### src/rtl/fader_pkg.sv
// Shared constants and ramp state type for the output fader.
// The gain format is unsigned Q1.15, so unity is the top bit alone.
package fader_pkg;

  localparam logic [15:0] GAIN_UNITY        = 16'h8000;
  localparam int          DEFAULT_RAMP_STEP = 32'sd16;

  typedef enum logic [1:0] {
    MUTED     = 2'd0,
    RAMP_UP   = 2'd1,
    RAMP_DOWN = 2'd2,
    HOLD      = 2'd3
  } fader_state_t;

endpackage

### src/rtl/gain_ramp.sv
// Frame-strobed gain ramp: clamps the requested gain, slews toward it by a
// fixed step per frame without overshoot, and tracks the ramp state.
module gain_ramp
  import fader_pkg::*;
#(
  parameter int GAINBITS  = 16,
  parameter int RAMP_STEP = DEFAULT_RAMP_STEP
) (
  input  logic                clk,
  input  logic                rst_n,
  input  logic                strobe,
  input  logic [GAINBITS-1:0] gain_target,
  input  logic                mute,
  output logic [GAINBITS-1:0] gain,
  output fader_state_t        state
);

  localparam logic [GAINBITS-1:0] UNITY  = GAINBITS'(GAIN_UNITY);
  localparam logic [GAINBITS-1:0] STEP_N = GAINBITS'(RAMP_STEP);
  localparam logic [GAINBITS:0]   STEP_W = (GAINBITS + 1)'(RAMP_STEP);
  localparam logic [GAINBITS-1:0] ZERO   = {GAINBITS{1'b0}};

  logic [GAINBITS-1:0] tgt_s;
  logic [GAINBITS-1:0] gain_r;
  logic [GAINBITS-1:0] gain_nxt_s;
  logic [GAINBITS:0]   up_sum_s;
  fader_state_t        state_r;
  fader_state_t        state_nxt_s;

  // Effective target: mute overrides, otherwise clamp to unity.
  always_comb begin
    tgt_s = ZERO;
    if (mute) begin
      tgt_s = ZERO;
    end else if (gain_target > UNITY) begin
      tgt_s = UNITY;
    end else begin
      tgt_s = gain_target;
    end
  end

  // Next gain and next state; the distance is checked before stepping down.
  always_comb begin
    up_sum_s    = {1'b0, gain_r} + STEP_W;
    gain_nxt_s  = gain_r;
    state_nxt_s = state_r;
    if (gain_r < tgt_s) begin
      if (up_sum_s > {1'b0, tgt_s}) begin
        gain_nxt_s = tgt_s;
      end else begin
        gain_nxt_s = up_sum_s[GAINBITS-1:0];
      end
    end else if (gain_r > tgt_s) begin
      if ((gain_r - tgt_s) <= STEP_N) begin
        gain_nxt_s = tgt_s;
      end else begin
        gain_nxt_s = gain_r - STEP_N;
      end
    end else begin
      gain_nxt_s = gain_r;
    end

    if (gain_nxt_s < tgt_s) begin
      state_nxt_s = RAMP_UP;
    end else if (gain_nxt_s > tgt_s) begin
      state_nxt_s = RAMP_DOWN;
    end else if (tgt_s == ZERO) begin
      state_nxt_s = MUTED;
    end else begin
      state_nxt_s = HOLD;
    end
  end

  // Gain and state advance only on the frame strobe.
  always_ff @(posedge clk or negedge rst_n) begin
    if (!rst_n) begin
      gain_r  <= ZERO;
      state_r <= MUTED;
    end else if (strobe) begin
      gain_r  <= gain_nxt_s;
      state_r <= state_nxt_s;
    end
  end

  assign gain  = gain_r;
  assign state = state_r;

endmodule

### src/rtl/output_fader.sv
// Click-free master volume/mute: detects the frame start from lrclk, ramps
// the gain once per frame and scales both channels through a 3-stage pipe.
module output_fader
  import fader_pkg::*;
#(
  parameter int BITSIZE   = 16,
  parameter int GAINBITS  = 16,
  parameter int RAMP_STEP = DEFAULT_RAMP_STEP
) (
  input  logic                clk,
  input  logic                rst_n,
  input  logic                lrclk,
  input  logic [BITSIZE-1:0]  in_l,
  input  logic [BITSIZE-1:0]  in_r,
  input  logic [GAINBITS-1:0] gain_target,
  input  logic                mute,
  output logic [BITSIZE-1:0]  out_l,
  output logic [BITSIZE-1:0]  out_r,
  output logic [GAINBITS-1:0] gain_now,
  output logic                muted
);

  localparam int PW    = BITSIZE + GAINBITS + 1;
  localparam int SHIFT = GAINBITS - 1;

  logic                      lr_q_r;
  logic                      strobe_s;
  logic [GAINBITS-1:0]       gain_s;
  fader_state_t              state_s;
  logic signed [BITSIZE-1:0] s1_l_r;
  logic signed [BITSIZE-1:0] s1_r_r;
  logic [GAINBITS-1:0]       s1_gain_r;
  logic signed [PW-1:0]      s2_l_r;
  logic signed [PW-1:0]      s2_r_r;
  logic [BITSIZE-1:0]        out_l_r;
  logic [BITSIZE-1:0]        out_r_r;

  // lrclk history; a falling edge marks the start of the left word.
  always_ff @(posedge clk or negedge rst_n) begin
    if (!rst_n) begin
      lr_q_r <= 1'b0;
    end else begin
      lr_q_r <= lrclk;
    end
  end

  assign strobe_s = lr_q_r & ~lrclk;

  gain_ramp #(
    .GAINBITS  (GAINBITS),
    .RAMP_STEP (RAMP_STEP)
  ) u_ramp (
    .clk         (clk),
    .rst_n       (rst_n),
    .strobe      (strobe_s),
    .gain_target (gain_target),
    .mute        (mute),
    .gain        (gain_s),
    .state       (state_s)
  );

  // Stage 1: capture samples with the gain in force before this frame's update.
  always_ff @(posedge clk or negedge rst_n) begin
    if (!rst_n) begin
      s1_l_r    <= {BITSIZE{1'b0}};
      s1_r_r    <= {BITSIZE{1'b0}};
      s1_gain_r <= {GAINBITS{1'b0}};
    end else if (strobe_s) begin
      s1_l_r    <= $signed(in_l);
      s1_r_r    <= $signed(in_r);
      s1_gain_r <= gain_s;
    end
  end

  // Stage 2: signed product against the zero-extended unsigned gain.
  always_ff @(posedge clk or negedge rst_n) begin
    if (!rst_n) begin
      s2_l_r <= {PW{1'b0}};
      s2_r_r <= {PW{1'b0}};
    end else begin
      s2_l_r <= PW'(s1_l_r) * PW'($signed({1'b0, s1_gain_r}));
      s2_r_r <= PW'(s1_r_r) * PW'($signed({1'b0, s1_gain_r}));
    end
  end

  // Stage 3: floor back to sample width; gain <= unity keeps it in range.
  always_ff @(posedge clk or negedge rst_n) begin
    if (!rst_n) begin
      out_l_r <= {BITSIZE{1'b0}};
      out_r_r <= {BITSIZE{1'b0}};
    end else begin
      out_l_r <= BITSIZE'(s2_l_r >>> SHIFT);
      out_r_r <= BITSIZE'(s2_r_r >>> SHIFT);
    end
  end

  assign out_l    = out_l_r;
  assign out_r    = out_r_r;
  assign gain_now = gain_s;
  assign muted    = (state_s == MUTED);

endmodule

### config.mk
export PLATFORM = sky130hd
export DESIGN_NAME = output_fader
export DESIGN_NICKNAME = d
export VERILOG_FILES = /design/src/rtl/fader_pkg.sv /design/src/rtl/gain_ramp.sv /design/src/rtl/output_fader.sv
export SDC_FILE = /design/constraint.sdc
export NUM_CORES = 1
export LEC_CHECK = 0
export ABC_AREA = 1
export CAP_MARGIN = 25
export CORE_MARGIN = 2
export CORE_UTILIZATION = 55
export DETAILED_ROUTE_END_ITERATION = 8
export PLACE_DENSITY = 0.73
export SLEW_MARGIN = 20
export SYNTH_ARGS = -nofsm -noshare
export SYNTH_HDL_FRONTEND = slang
export SYNTH_HIERARCHICAL = 1
export SYNTH_SLANG_ARGS = --single-unit
export TNS_END_PERCENT = 1
### constraint.sdc
create_clock -name clk -period 7.5 [get_ports clk]
set_input_delay 0.75 -clock clk [delete_from_list [all_inputs] [get_ports clk]]
set_output_delay 0.75 -clock clk [all_outputs]
set_load 0.005 [all_outputs]
==> results.ini, run 1 <==
[clocking]
insertion_delay_ns = 0.48
clk_pin_slew_ns = 0.07
tritoncts_clock_tree = yes
cts_resized = 0
cts_num_sinks = 131
postCtsHoldBufs = 0
cts_buffer_depth = 2
numCtsBuffers = 17
h-tree-depth = 4
post-cts-setup-buffers = 0
cts.root.buffer_cell = sky130_fd_sc_hd__clkbuf_16

[status]
run_status = finished, final reports clean

[detailed_routing]
drt.antenna.violating_nets = 0
detail_route.wirelength_mm = 65.1
via_count = 21800
drc_errors = 0
wl_per_cell_um = 15.7
drt_pre_antenna_iters = 6
vias_per_cell = 5.26
drtIter0Drc = 1759

[global_route]
grt_max_degree = 88
track_usage_pct = 28.9
antenna_violations_before_repair = 1
grt_first_pass_wirelength_mm = 110
total_congestion_overflow_after_global_routing = 0
first_global_vias = 22100

[floorplanning]
core.rowCount = 79
pin_count = 101
core-area_um2 = 46400
fp.dieH_um = 220
floorplan.die_area_um2 = 48500
fp.dieW_um = 220
floorplan.initialDensity_pct = 55.4

[synth]
distinct_cell_type_count_of_the_synthesized_netlist = 46
synthesis.area_um2 = 25700
yosysTopAreaCellShare_pct = 30.1
synth_top_flop_cell = sky130_fd_sc_hd__dfrtp_1
synth_compound_area_share_pct = 3.71
postSynth.asyncResetShare_pct = 100
synth_commonest_cells = sky130_fd_sc_hd__nand2_1, sky130_fd_sc_hd__inv_1, sky130_fd_sc_hd__fa_1
synth_cells = 3519
yosys_register_bits = 131
synth_xor_xnor_area_share_pct = 1.06
synthesis.yosys.warnings = 6
synth_fp_nets = 4220
synth.avg_cell_area_um2 = 7.30
post-synth-top-area-cell = sky130_fd_sc_hd__fa_1
synth.area.mux_share_pct = 0
main_combinational_cell_family_by_area_after_synthesis = adder cells
synth_fa_ha_area_share_pct = 42.9
synth_seq_area_share_pct = 12.8
synth_enable_flop_cells = 0
post-synth-top-count-cell = sky130_fd_sc_hd__nand2_1
most_area_consuming_cells_after_synthesis = sky130_fd_sc_hd__fa_1, sky130_fd_sc_hd__nand2_1, sky130_fd_sc_hd__inv_1, sky130_fd_sc_hd__dfrtp_1, sky130_fd_sc_hd__ha_1
basic_gate_share_of_the_synthesized_area_counting_and_or_nand_and_nor_cells_pct = 24.0

[setup_path]
kind_of_end_point_of_the_critical_path = flop
path_class = reg2reg
worst-r2r-setup-slack_ns = 1.41
worst_ep_arrival_time_ns = 6.45
cp_data_required_time_ns = 7.86
crit_path_frequent_cell = sky130_fd_sc_hd__fa_1
setup.worst_path.start_class = flop
rr_startpoint = s1_gain_r[8]$_DFFE_PN0P_
cpPeakStageDelay_ns = 0.98
worst-path-max-fanout = 24
critPathSlowestCell = sky130_fd_sc_hd__dfrtp_1
timing.rr.end = s2_r_r[27]$_DFF_PN0_
crit_path_cell_trace = buf_4 > nand2_1 > inv_1 > fa_1 > inv_1 > fa_1 > fa_1 > inv_1 > fa_1 > fa_1 > inv_1 > fa_1 > inv_1 > ha_1 > a21oi_1 > o21ai_0 > a21oi_1 > nor2_1 > nor2_1 > nand2_1 > nand2_1 > nand2_1
worst_r2r_path_depth = 22

[hold_path]
worst_hold_path_depth = 0
timing.hold.worst.class = reg2reg
min_to = out_l[6]$_DFF_PN0_
worst_hold_startpoint = s2_l_r[21]$_DFF_PN0_

[timing]
tightest_slew_ns = 0.972
hold_viol_final = 0
slew-limit-headroom_pct = 35.2
timing.final.setup_violations = 0
setup_slack_ns = 1.41
timing.final.max_slew_violations = 0
period_share_pct = 81.2
rsz0062_at_grt = false
timing.fmax_ghz = 0.164
final.min_clock_period_ns = 6.09
setup_tns_ns = 0
clock-skew-final_ns = 0.0196

[placed_design]
hpwl_mm = 51.2
dp_worst_setup_slack_ns = 1.16
port-buffer-count = 100
finalWeightedCongestion = 0.969

[layout]
area.growth.synth_to_final_pct = 7.63
final_layout_size_suffix_gt1_share_pct = 3.57
layout_nets = 4220

[run]
max_cap_violations = 0

[worst max-delay path by stage]
stage / start / to / slack (ns) / depth (start not counted)
final: s1_gain_r[8]$_DFFE_PN0P_ / s2_r_r[27]$_DFF_PN0_ / 1.41 / 22
after global routing: gain_target[6] / u_ramp/state[1]$_DFFE_PN0P_ / 0.99 / 31
after CTS: s1_gain_r[9]$_DFFE_PN0P_ / s2_r_r[29]$_DFF_PN0_ / 1.31 / 20
after detailed placement: gain_target[6] / u_ramp/state[1]$_DFFE_PN0P_ / 1.16 / 32
after global placement: gain_target[6] / u_ramp/state[1]$_DFFE_PN0P_ / 1.24 / 32
after floorplan: s1_l_r[7]$_DFFE_PN0P_ / s2_l_r[27]$_DFF_PN0_ / 2.25 / 23
[layout make-up]
class                   instances  area [µm²]
fillers                      4231       18700
multi-input cells            2336       18400
inverters                     911        3420
flip-flops and latches        131        3280
repair buffers                122        1170
well taps                     607         759
clock buffers                  19         453
clock inverters                12         145
diodes                          1        2.50
[state kept, by name, indices dropped and copies added, names as in the netlist]
register and cells:
out_l 16, out_r 16, s1_gain_r 16, s1_l_r 16, s1_r_r 16, s2_l_r 16, s2_r_r 16, u_ramp/gain 16
u_ramp/state 2, lr_q_r 1
[logic make-up after synthesis]
| family | Yosys count |
|---|---|
| adders and majority gates | 649 |
| buffers and inverters | 1052 |
| xor gates and xnor gates | 31 |
| AOI/OAI and AO/OA | 178 |
| DFF | 131 |
| and+or+nand+nor | 1478 |
[per-layer routing]
metal  global-route usage (%)  part of all wire (%)
met1                     39.3                    43
met2                     46.6                    47
met3                     4.40                   7.5
met4                     11.5                   3.3
met5                        0                     0
[placed cells by master, fill, tap and decap left out, drive strengths merged, types with 3 or more instances in the layout]
master,synthesis,final
nand2,1068,1068
inv,907,912
fa,387,387
ha,262,262
nor2,162,162
nand3,160,160
dfrtp,131,131
clkdlybuf4s50,0,99
a21oi,96,96
o21ai,66,66
nand4,34,34
nor3,28,28
xor2,25,25
buf,20,23
clkbuf,121,19
nor4,8,8
clkinv,4,8
o21bai,6,6
xnor2,6,6
nand3b,5,5
and2,5,5
or2,4,4
and3,3,3
[metrics by stage]
step | util [%] | area [µm²] | hold WS, ns | instances
floorplan | - | 25700 | 0.331 | 3519
global placement | 58.3 | 27000 | 0.332 | 4106
detailed placement | 58.3 | 27000 | 0.335 | 4106
CTS | 59.6 | 27600 | 0.336 | 4137
global route | 59.7 | 27700 | 0.349 | 4138
finish | 59.7 | 27700 | 0.341 | 4139
[worst max-delay path: cells and delay by family (launching register included)]
kind | cells | cell delay (ns)
fa+ha+maj | 7 | 3.15
flops | 1 | 0.98
compound gates | 3 | 0.73
buf+inv | 6 | 0.65
simple gates | 6 | 0.46
Power of run 1 is not shown: default switching activity piles up to over one toggle a cycle in this logic, so the estimate is an artifact.
==> run 2: changes to the inputs <==
- PLACE_DENSITY: 0.73 -> 0.76
- clock period: 7.5 -> 5 ns (I/O delays scaled with it)
==> run 2 against run 1 <==
  * The flow now finishes with violations (negative setup slack)
  * Flip-flop and latch count did not move
  * Highest routed layer is now met5
  * Fmax rose by 15%
  * Worst hold slack got worse by 0.25 ns
  * Critical endpoint is now s2_l_r[28]$_DFF_PN0_
  * First-iteration DRC count fell by 4.1%
  * Global-route usage grew 1.8 points
  * Setup slack got worse by 1.7 ns
  * Via count up 6.6%
==> results.ini, run 2 (synthesis gave the netlist of run 1 again) <==
[placed_design]
dp_worst_setup_slack_ns = -0.444
hpwl_mm = 56.6
port-buffer-count = 100
finalWeightedCongestion = 0.939

[detailed_routing]
drt.antenna.violating_nets = 0
drc_errors = 0
detail_route.wirelength_mm = 70.1
via_count = 23200
vias_per_cell = 5.18
drt_pre_antenna_iters = 7
drtIter0Drc = 1687
wl_per_cell_um = 15.6

[timing]
holdWs_ns = 0.0901
timing.final.max_slew_violations = 0
period_share_pct = 106
timing.fmax_ghz = 0.189
setup_slack_ns = -0.280
clock-skew-final_ns = 0.0130
final.min_clock_period_ns = 5.28
timing.final.setup_violations = 31
tightest_slew_ns = 0.945
rsz0062_at_grt = true
slew-limit-headroom_pct = 37.0
hold_viol_final = 0

[clocking]
numCtsBuffers = 17
insertion_delay_ns = 0.50
cts_buffer_depth = 2
tritoncts_clock_tree = yes
cts.root.buffer_cell = sky130_fd_sc_hd__clkbuf_16
h-tree-depth = 4
cts_num_sinks = 131
postCtsHoldBufs = 0
clk_pin_slew_ns = 0.08

[floorplanning]
core-area_um2 = 46400
fp.dieW_um = 220
floorplan.die_area_um2 = 48500
floorplan.initialDensity_pct = 55.4
fp.dieH_um = 220
core.rowCount = 79
pin_count = 101

[layout]
final_common_cell = sky130_fd_sc_hd__nand2_1
mostFrequentLayoutCells = sky130_fd_sc_hd__nand2_1, sky130_fd_sc_hd__inv_1, sky130_fd_sc_hd__fa_1
n_antenna_cell = 0
layout_nets = 4559
finish.utilization_pct = 67.2
fillCellCount = 3705
area.growth.synth_to_final_pct = 21.3
final_layout_size_suffix_gt1_share_pct = 16.0

[status]
violations = negative setup slack
run_status = finished, violations left

[global_route]
grt_max_degree = 91
antenna_violations_before_repair = 1
first_global_vias = 24100
total_congestion_overflow_after_global_routing = 0
grt_first_pass_wirelength_mm = 117
track_usage_pct = 30.7

[run]
max_cap_violations = 0

[setup_path]
cp_data_required_time_ns = 5.38
worst-path-max-fanout = 7
worst_ep_arrival_time_ns = 5.66
kind_of_end_point_of_the_critical_path = flop
path_class = reg2reg
setup.worst_path.start_class = flop

[hold_path]
timing.hold.worst.class = in2async

-- run 2: cell type report --
| class | count | area (µm²) | share of cell area [%] |
|---|---|---|---|
| Clock buffer | 17 | 425 | 1.36 |
| Clock inverter | 15 | 176 | 0.566 |
| Inverter | 911 | 3420 | 11.0 |
| Multi-Input combinational cell | 2336 | 19100 | 61.4 |
| Sequential cell | 131 | 3290 | 10.6 |
| Tap cell | 607 | 759 | 2.44 |
| Timing Repair Buffer | 461 | 3970 | 12.7 |
-- run 2: path summary, 6_finish.rpt --
path,from,to,slack (ns),cells past startpoint
min reg2reg,s2_l_r[17]$_DFF_PN0_,out_l[2]$_DFF_PN0_,0.35,0
max in group asynchronous,rst_n,u_ramp/gain[4]$_DFFE_PN0P_,3.84,2
min,rst_n,u_ramp/gain[6]$_DFFE_PN0P_,0.09,1
max,s1_gain_r[5]$_DFFE_PN0P_,s2_l_r[28]$_DFF_PN0_,-0.28,22
max reg2reg,s1_gain_r[5]$_DFFE_PN0P_,s2_l_r[28]$_DFF_PN0_,-0.28,22
min in group clk,s2_l_r[17]$_DFF_PN0_,out_l[2]$_DFF_PN0_,0.35,0
-- run 2: repair_timing --
item,4_1_cts,5_1_grt
resized for setup,127,66
cloned,0,0
buffers inserted,4,1
endpoints found under the setup margin,32,34
pin swaps,20,12
-- run 2: metrics by stage --
step	setup TNS (ns)	area (µm²)	instances
global placement	-9.30	29800	4441
CTS	-4.20	30900	4477
detailed placement	-10.88	29800	4441
floorplan	-0.223	25800	3519
global route	-11.87	31200	4478
finish	-5.76	31200	4478
-- run 2: per-layer routing --
metal	GRT usage [%]	share of wire [%]	routed length (µm)	up-vias
met5	0	0.019	13	-
met4	12.1	3.5	2450	2
met3	4.98	6.8	4740	155
met2	51.9	49	34100	879
met1	39.6	41	28700	11200
li1	-	-	-	11000
-- run 2: critical path, stage by stage, from the launching register on --
cell and delay [ns]:
sky130_fd_sc_hd__dfrtp_2 0.48, sky130_fd_sc_hd__buf_6 0.16, sky130_fd_sc_hd__nand2_1 0.05, sky130_fd_sc_hd__inv_1 0.06
sky130_fd_sc_hd__fa_1 0.54, sky130_fd_sc_hd__inv_1 0.06, sky130_fd_sc_hd__fa_1 0.54, sky130_fd_sc_hd__inv_1 0.05
sky130_fd_sc_hd__fa_1 0.52, sky130_fd_sc_hd__fa_1 0.44, sky130_fd_sc_hd__fa_1 0.51, sky130_fd_sc_hd__inv_1 0.06
sky130_fd_sc_hd__fa_1 0.48, sky130_fd_sc_hd__inv_1 0.06, sky130_fd_sc_hd__ha_4 0.24, sky130_fd_sc_hd__a21oi_2 0.19
sky130_fd_sc_hd__inv_1 0.09, sky130_fd_sc_hd__nor2_2 0.14, sky130_fd_sc_hd__o21bai_2 0.11, sky130_fd_sc_hd__a21oi_2 0.19
sky130_fd_sc_hd__nand2_1 0.07, sky130_fd_sc_hd__nand2_1 0.06, sky130_fd_sc_hd__nand2_1 0.08
Power of run 2 is left out for the same reason.
==> run 3: changes to the inputs <==
- CORE_UTILIZATION: 55 -> 35
- CTS_BUF_LIST: not set -> sky130_fd_sc_hd__clkbuf_4
- PLACE_DENSITY: 0.76 -> not set
==> run 3 against run 2 <==
  * The run still ends with negative setup slack left
  * Highest routed layer is now met4
  * Flip-flop and latch count stayed put
  * Critical endpoint is now s2_l_r[27]$_DFF_PN0_
  * Critical path type unchanged
  * Cell area is 0.77% higher
  * Fmax up 0.17%
  * Worst hold slack improved by 0.066 ns
  * Cell count up 8.2%
  * Via count is 3.5% lower
  * First-iteration DRC count down 30%
  * Clock-buffer cell count grew 3
  * Routed wire length is 1.7% higher
  * Register-to-register slack is essentially flat
  * Critical path depth is the same
==> results.ini, run 3 (synthesis gave the netlist of run 1 again) <==
[floorplanning]
floorplan.initialDensity_pct = 35.3
floorplan.die_area_um2 = 75600
pin_count = 101
fp.dieH_um = 275
core-area_um2 = 72800
core.rowCount = 99
fp.dieW_um = 275

[global_route]
track_usage_pct = 19.6
total_congestion_overflow_after_global_routing = 0
antenna_violations_before_repair = 1
grt_first_pass_wirelength_mm = 117
grt_max_degree = 57
first_global_vias = 23000

[layout]
area.growth.synth_to_final_pct = 22.2
fillCellCount = 7493
layout.cell_area.non_filler_um2 = 31400
finish.utilization_pct = 43.1
layout_nets = 4572
final_common_cell = sky130_fd_sc_hd__nand2_1
mostFrequentLayoutCells = sky130_fd_sc_hd__nand2_1, sky130_fd_sc_hd__inv_1, sky130_fd_sc_hd__fa_1
final_layout_size_suffix_gt1_share_pct = 16.2

[detailed_routing]
detail_route.wirelength_mm = 71.2
vias_per_cell = 4.62
wl_per_cell_um = 14.7
via_count = 22400
drt_pre_antenna_iters = 7
drc_errors = 0
drtIter0Drc = 1176
drt.antenna.violating_nets = 0

[setup_path]
worst_ep_arrival_time_ns = 5.89
critPathLaunch = s1_gain_r[5]$_DFFE_PN0P_
cp_data_required_time_ns = 5.62
setup.worst_path.start_class = flop
kind_of_end_point_of_the_critical_path = flop
path_class = reg2reg
worst-r2r-setup-slack_ns = -0.27
rr_startpoint = s1_gain_r[5]$_DFFE_PN0P_
worst-path-max-fanout = 8

[timing]
timing.fmax_ghz = 0.190
hold_viol_final = 0
slew-limit-headroom_pct = 49.1
setup_slack_ns = -0.271
setup_tns_ns = -5.76
timing.final.setup_violations = 31
rsz0062_at_grt = true
tightest_slew_ns = 0.763
clock-skew-final_ns = 0.0361
final.min_clock_period_ns = 5.27
timing.final.max_slew_violations = 0
period_share_pct = 105

[clocking]
clk_pin_slew_ns = 0.16
tritoncts_clock_tree = yes
numCtsBuffers = 17
cts_buffer_depth = 2
insertion_delay_ns = 0.74
cts_num_sinks = 131
cts.root.buffer_cell = sky130_fd_sc_hd__clkbuf_4
h-tree-depth = 4

[placed_design]
port-buffer-count = 100
finalWeightedCongestion = 0.969
postPlaceCellArea_um2 = 30400
hpwl_mm = 60.5
dp_worst_setup_slack_ns = -0.526

[run]
max_cap_violations = 0

[status]
run_status = finished, violations left
violations = negative setup slack

[hold_path]
timing.hold.worst.class = in2async

[run 3: changes by cell type in the layout (fill, tap and decap cells not counted), sizes merged, moves of 2 or more]
cell,change
clkbuf,+3
clkinv,-2
bufinv,+4
inv,-8
clkinvlp,+2
buf,+12
[run 3: area by class of cell]
class	count	area (µm²)	area share (%)
timing repair buffer	474	4090	13.0
antenna	1	2.50	0.00797
clock buffer	20	150	0.478
inverter	911	3420	10.9
clock inverter	11	176	0.562
tap	959	1200	3.82
sequential	131	3300	10.5
multi-input combinational	2336	19100	60.7
[run 3: repair_timing]
item,CTS,global route
resized for setup,119,73
hold endpoints to repair,21,0
pin swaps,42,22
setup buffers,3,2
setup endpoints to repair,32,34
hold buffers,1,0
[run 3: per-stage QoR]
stage | std cells | hold WS (ns)
3_5_place_dp | 4805 | 0.335
3_3_place_gp | 4805 | 0.333
5_1_grt | 4843 | 0.151
4_1_cts | 4840 | 0.0818
2_1_floorplan | 3519 | 0.204
6_report | 4843 | 0.156
[run 3: metal layers]
layer | up-vias | track usage [%] | routed length, µm
li1 | 11000 | - | -
met1 | 10900 | 25.6 | 31300
met2 | 457 | 34.4 | 35600
met3 | 72 | 1.96 | 2890
met4 | 0 | 5.49 | 1410
met5 | - | 0 | 0
[run 3: worst max-delay path, stage by stage (launching register included)]
cell                      delay [ns]
sky130_fd_sc_hd__dfrtp_2        0.54
sky130_fd_sc_hd__buf_6          0.16
sky130_fd_sc_hd__buf_4          0.14
sky130_fd_sc_hd__nand2_1        0.05
sky130_fd_sc_hd__inv_1          0.06
sky130_fd_sc_hd__fa_1           0.55
sky130_fd_sc_hd__fa_1           0.44
sky130_fd_sc_hd__fa_2           0.57
sky130_fd_sc_hd__fa_1           0.43
sky130_fd_sc_hd__fa_1           0.49
sky130_fd_sc_hd__inv_1          0.05
sky130_fd_sc_hd__fa_1           0.48
sky130_fd_sc_hd__inv_1          0.06
sky130_fd_sc_hd__ha_4           0.24
sky130_fd_sc_hd__nand2_1        0.10
sky130_fd_sc_hd__buf_4          0.13
sky130_fd_sc_hd__o21ai_1        0.09
sky130_fd_sc_hd__a21oi_2        0.18
sky130_fd_sc_hd__nor2_1         0.08
sky130_fd_sc_hd__nor2_1         0.19
sky130_fd_sc_hd__nand2_1        0.08
sky130_fd_sc_hd__nand2_1        0.05
sky130_fd_sc_hd__nand2_1        0.04
[run 3: final timing paths]
path	end	cells past startpoint
worst max register to register	s2_l_r[27]$_DFF_PN0_	22
worst max-delay path	s2_l_r[27]$_DFF_PN0_	22
min in group clk	s1_l_r[5]$_DFFE_PN0P_	3
worst min register to register	out_l[0]$_DFF_PN0_	0
max in group asynchronous	s1_r_r[1]$_DFFE_PN0P_	3
worst min-delay path	s1_l_r[5]$_DFFE_PN0P_	2
Power of run 3 is left out for the same reason.
